--- src/rtl/btb_assoc_if.sv ---
// Fetch-lookup and resolved-branch update bundle for the set-associative BTB.
// master = fetch/execute side driving pc and updates, slave = the BTB itself.
interface btb_assoc_if #(
  parameter int WORD_W = 32
);
  logic [WORD_W-1:0] pc;
  logic              hit;
  logic              taken;
  logic [WORD_W-1:0] target;
  logic              WEN;
  logic [WORD_W-1:0] pc_w;
  logic [WORD_W-1:0] target_w;
  logic              taken_w;
  logic              flush;

  modport master (
    output pc, WEN, pc_w, target_w, taken_w, flush,
    input  hit, taken, target
  );
  modport slave (
    input  pc, WEN, pc_w, target_w, taken_w, flush,
    output hit, taken, target
  );
endinterface

--- src/rtl/btb_assoc.sv ---
// Set-associative BTB: combinational lookup, 2-bit counter training on resolve,
// round-robin allocation on taken misses, single-cycle whole-table flush.
module btb_assoc #(
  parameter int SETS   = 4,
  parameter int WAYS   = 2,
  parameter int WORD_W = 32
) (
  input logic         CLK,
  input logic         RST,
  btb_assoc_if.slave  bus
);
  localparam int IDX   = $clog2(SETS);
  localparam int TAG_W = WORD_W - IDX - 2;
  localparam int WW    = (WAYS > 1) ? $clog2(WAYS) : 1;

  logic [SETS-1:0][WAYS-1:0]             valid;
  logic [SETS-1:0][WAYS-1:0][1:0]        cnt;
  logic [SETS-1:0][WAYS-1:0][TAG_W-1:0]  tag;
  logic [SETS-1:0][WAYS-1:0][WORD_W-1:0] tgt;
  logic [SETS-1:0][WW-1:0]               rr;

  logic [IDX-1:0]   r_idx, w_idx;
  logic [TAG_W-1:0] r_tag, w_tag;
  logic             w_hit, inv_found;
  logic [WW-1:0]    w_way, inv_way, victim;
  logic [1:0]       cnt_nxt;
  logic             unused_pc_lsb;

  assign r_idx = bus.pc[IDX+1:2];
  assign r_tag = bus.pc[WORD_W-1:IDX+2];
  assign w_idx = bus.pc_w[IDX+1:2];
  assign w_tag = bus.pc_w[WORD_W-1:IDX+2];
  assign unused_pc_lsb = &{1'b0, bus.pc[1:0], bus.pc_w[1:0]};

  // Allocation only happens on a miss, so at most one way can match here.
  always_comb begin
    bus.hit    = 1'b0;
    bus.taken  = 1'b0;
    bus.target = '0;
    for (int w = 0; w < WAYS; w++) begin
      if (valid[r_idx][w] && tag[r_idx][w] == r_tag) begin
        bus.hit    = 1'b1;
        bus.taken  = cnt[r_idx][w][1];
        bus.target = tgt[r_idx][w];
      end
    end
  end

  // Descending scan leaves the lowest-index invalid way as the free slot.
  always_comb begin
    w_hit     = 1'b0;
    w_way     = '0;
    inv_found = 1'b0;
    inv_way   = '0;
    for (int w = WAYS - 1; w >= 0; w--) begin
      if (valid[w_idx][w] && tag[w_idx][w] == w_tag) begin
        w_hit = 1'b1;
        w_way = w[WW-1:0];
      end
      if (!valid[w_idx][w]) begin
        inv_found = 1'b1;
        inv_way   = w[WW-1:0];
      end
    end
    victim = inv_found ? inv_way : rr[w_idx];
  end

  always_comb begin
    cnt_nxt = cnt[w_idx][w_way];
    if (bus.taken_w) begin
      if (cnt_nxt != 2'b11) cnt_nxt = cnt_nxt + 2'd1;
    end else begin
      if (cnt_nxt != 2'b00) cnt_nxt = cnt_nxt - 2'd1;
    end
  end

  always_ff @(posedge CLK) begin
    if (RST) begin
      valid <= '0;
      cnt   <= '0;
      tag   <= '0;
      tgt   <= '0;
      rr    <= '0;
    end else if (bus.flush) begin
      valid <= '0;
      rr    <= '0;
    end else if (bus.WEN) begin
      if (w_hit) begin
        cnt[w_idx][w_way] <= cnt_nxt;
        if (bus.taken_w) tgt[w_idx][w_way] <= bus.target_w;
      end else if (bus.taken_w) begin
        valid[w_idx][victim] <= 1'b1;
        tag[w_idx][victim]   <= w_tag;
        tgt[w_idx][victim]   <= bus.target_w;
        cnt[w_idx][victim]   <= 2'b10;
        if (!inv_found && WAYS > 1) rr[w_idx] <= rr[w_idx] + 1'b1;
      end
    end
  end
endmodule

--- src/flat_wrapper.sv ---
// flat-port wrapper written by rule: the top's interface ports become plain ports
module btb_assoc_flat 
#(
  parameter int SETS   = 4,
  parameter int WAYS   = 2,
  parameter int WORD_W = 32
)
  (CLK, RST, bus_pc, bus_WEN, bus_pc_w, bus_target_w, bus_taken_w, bus_flush, bus_hit, bus_taken, bus_target);
  btb_assoc_if #(.WORD_W(WORD_W)) bus_i ();
  input logic CLK;
  input logic RST;
  input wire logic [$bits(bus_i.pc)-1:0] bus_pc;
  input wire logic [$bits(bus_i.WEN)-1:0] bus_WEN;
  input wire logic [$bits(bus_i.pc_w)-1:0] bus_pc_w;
  input wire logic [$bits(bus_i.target_w)-1:0] bus_target_w;
  input wire logic [$bits(bus_i.taken_w)-1:0] bus_taken_w;
  input wire logic [$bits(bus_i.flush)-1:0] bus_flush;
  output wire logic [$bits(bus_i.hit)-1:0] bus_hit;
  output wire logic [$bits(bus_i.taken)-1:0] bus_taken;
  output wire logic [$bits(bus_i.target)-1:0] bus_target;
  assign bus_i.pc = bus_pc;
  assign bus_i.WEN = bus_WEN;
  assign bus_i.pc_w = bus_pc_w;
  assign bus_i.target_w = bus_target_w;
  assign bus_i.taken_w = bus_taken_w;
  assign bus_i.flush = bus_flush;
  assign bus_hit = bus_i.hit;
  assign bus_taken = bus_i.taken;
  assign bus_target = bus_i.target;
  btb_assoc #(.SETS(SETS), .WAYS(WAYS), .WORD_W(WORD_W)) u_core (.CLK(CLK), .RST(RST), .bus(bus_i));
endmodule
--- config.mk ---
export PLATFORM = sky130hd
export DESIGN_NAME = btb_assoc_flat
export DESIGN_NICKNAME = d
export VERILOG_FILES = /design/src/rtl/btb_assoc_if.sv /design/src/rtl/btb_assoc.sv /design/src/flat_wrapper.sv
export SDC_FILE = /design/constraint.sdc
export NUM_CORES = 1
export LEC_CHECK = 0
export ABC_AREA = 1
export CAP_MARGIN = 20
export CELL_PAD_IN_SITES_DETAIL_PLACEMENT = 1
export CELL_PAD_IN_SITES_GLOBAL_PLACEMENT = 1
export CORE_MARGIN = 1
export CORE_UTILIZATION = 46
export CTS_CLUSTER_SIZE = 20
export DETAILED_ROUTE_END_ITERATION = 16
export DONT_BUFFER_PORTS = 1
export HOLD_SLACK_MARGIN = 0.03
export PLACE_DENSITY = 0.78
export RECOVER_POWER = 100
export SLEW_MARGIN = 15
export SYNTH_ARGS = -nofsm -noshare
export SYNTH_HDL_FRONTEND = slang
export SYNTH_SLANG_ARGS = --single-unit
export TNS_END_PERCENT = 1
--- constraint.sdc ---
create_clock -name CLK -period 4.1 [get_ports CLK]
set_input_delay 0.82 -clock CLK [delete_from_list [all_inputs] [get_ports CLK]]
set_output_delay 0.82 -clock CLK [all_outputs]
set_load 0.02 [all_outputs]
==> run metrics <==
antenna violations before repair=0; Synth async-reset ratio=0%; Post-Synthesis Cells=4061; I/O pins=135; CTS root buffer=clkbuf_16; I/O Buffers=0; Max Clock Skew=29.99 ps; ANT nets after route=0; DR WL/cell=around 23 um; worst path cell trace=inv_16, buf_12, a21oi_1, o21ai_0, nand2_2, xnor2_1, nor4_1, nand3_1, nor3_4, buf_12, buf_12, nand3_1, nand2_4; Die X=roughly 240 um; post-route setup slack=-134.1 ps; Num CTS Buffers=56; CP top delay family=simple AND/OR/NAND/NOR gates; # DRC=0; final layout net count=3994; Seq/Total Area, Yosys=38.86%; P&R area growth vs syn=9.036%; CP dominant cell by count=buf_12; Final Instance Area=28540 sq um; final setup fails=34; initial drt markers=2681; fill count=7502; CP Data Required Time=roughly 3300 ps; share of power burned in registers=45.6%; # hold bufs at CTS=0; CP peak stage delay=310 ps; Hold Crit Start=RST; max-cap check violation count=0; Worst Setup End Kind=output port; Avg Inst Size Synth=between 6 and 7 sq um; P_leak=11.17 nW; VDD IR-drop max=313.8 uV; Final Util=50.71%; HPWL Detailed=~69000 um; Int Pwr=8.179 mW; Syn Nets=4162; final hold slack=242.1 ps; Post-DP Area=26750 sq um; Rel. slew slack=between 30 and 40%; fmax=about 240 MHz; DR pass1 iterations=5; worst-margin pin slew=around 1000 ps; most frequent cells in the layout=999 x nand2_1, 557 x o21ai_0, 508 x dfxtp_1, 504 x nor2_1, 455 x a21oi_1; Crit-path slowest cell=nor4_1; Worst Path Buf+Inv=4; status=finished, violations left; total power draw=11.03 mW; share of total power in combinational logic=8.1%; first-pass GRT wire length=about 160000 um; gp weighted congestion=~1.0; Startpoint Class=primary input; Post-Syn Area=roughly 26000 sq um; clk buf depth=3; # H-tree levels=2; final wirelength=108800 um; clock transition at the registers of the reported paths=60 ps; Row Count=87; ys flop type=dfxtp_1; clock network fraction of design power=46.3%; Final Max Tran Viols=0; GRT Total Usage=36.65%; die height=240.5 um; path type of the worst min-delay path=in2reg; crit path max fanout=126; layout cell share with drive strength beyond 1=5.667%; Sw Ratio=~26%; setup TNS=-2722 ps; vias in the first global route=roughly 28000; synthesis-stage register bit count=508; commonest non-fill, non-tap cell in the layout=nand2_1; Distinct cells, synth=between 40 and 50; P_sw=2.849 mW; FF-to-FF Start=u_core.tag[53]; TritonCTS clock tree=done; Power Density=386.4 nW/um^2; die area=approximately 58000 sq um; Post-synth EDFFs=0; Initial Util=46.50%; largest net degree at the start of global routing=296; via count=28850; Setup CP Type=in2out; failing checks=setup timing; period utilization=103.3%; crit path time final=roughly 4200 ps; crit path DAT=3410 ps; core area=around 56000 sq um; CP startpoint=bus_pc[3]; RSZ-0062 raised after global routing=yes; Final Hold Viols=0; grt ovf=0; CTS sink cnt=508; worst-skew pair later-pin latency=around 640 ps; YS warnings=0; drt via density=between 6 and 7
[metrics by stage]
| stage | setup slack, ps | std cells |
|---|---|---|
| after detailed placement | -131.6 | 4589 |
| after CTS | 43.50 | 4689 |
| after global placement | -35.39 | 4589 |
| after floorplan | 358.8 | 4061 |
| after global routing | -148.5 | 4691 |
| final | -134.1 | 4692 |
[final timing paths]
| kind | end | slack (ps) | cells past startpoint |
|---|---|---|---|
| max reg2reg | u_core.tgt[47] | 490 | 18 |
| min reg2reg | u_core.tgt[181] | 460 | 2 |
| min | u_core.tgt[224] | 240 | 1 |
| max | bus_target[6] | -130 | 13 |
[kinds of logic after synthesis]
group	count (synthesis)	share of synthesized area, %
DFF	508	38.86
buffers and inverters	468	7.707
AOI/OAI and AO/OA	1182	23.67
xor gates and xnor gates	23	0.7697
and+or+nand+nor	1880	29.00
[synthesized netlist by cell type (all sizes together) (10+ instances only)]
master | n | area [sq um]
inv | 138 | 518.0
xor2 | 10 | 87.58
dfxtp | 508 | 10170
buf | 141 | 774.5
xnor2 | 13 | 113.9
nor2 | 509 | 1923
nand4 | 10 | 62.56
nand3 | 326 | 1657
clkbuf | 171 | 656.9
o21ai | 602 | 3032
clkinv | 18 | 67.56
a21oi | 455 | 2277
nand2 | 1028 | 3896
o22ai | 82 | 513.0
[timing repair]
action / 4_1_cts / 5_1_grt
setup endpoints to repair: 33 / 34
pin swaps: 0 / 3
gates cloned: 0 / 1
gates resized for setup: 4 / 32
setup buffers: 0 / 1
[area by class of cell]
type                            instances  area (sq um)  area share, %
Antenna cell                            1         2.502       0.008769
Inverter                              156         621.8          2.179
Sequential cell                       508         10170          35.64
Clock buffer                           79          1569          5.498
Timing Repair Buffer                   86         905.9          3.174
Tap cell                              756         945.9          3.315
Multi-Input combinational cell       3085         14080          49.34
Clock inverter                         21         240.2         0.8418
[metal layers]
layer	track usage [%]	wire length, um	vias up
met5	0	0	-
met4	12.08	3128	0
met3	5.752	7685	206
met2	59.32	49990	1044
met1	49.60	47960	14400
li1	-	-	13200
[registers in the layout (all words and copies together), names as in the netlist]
register	cells
u_core.tgt	256
u_core.tag	224
u_core.cnt	16
u_core.valid	8
u_core.rr	4
[worst register-to-register path, delay by kind of cell (launching register included)]
| family | cells | cell delay [ps] |
|---|---|---|
| AO/OA/AOI/OAI | 3 | 460 |
| buffers and inverters | 3 | 1100 |
| flip-flops | 1 | 320 |
| AND/OR/NAND/NOR | 12 | 1670 |
[power by group through the flow]
stage               combinational, mW  clock [mW]  sequential, mW
CTS                             0.879        5.15            5.03
global placement                0.844           0            5.13
finish                          0.892        5.11            5.03
detailed placement              0.871           0            5.13
global route                    0.965        5.36            5.03
floorplan                       0.675           0            5.12
Power figures use the tool's default switching activity.
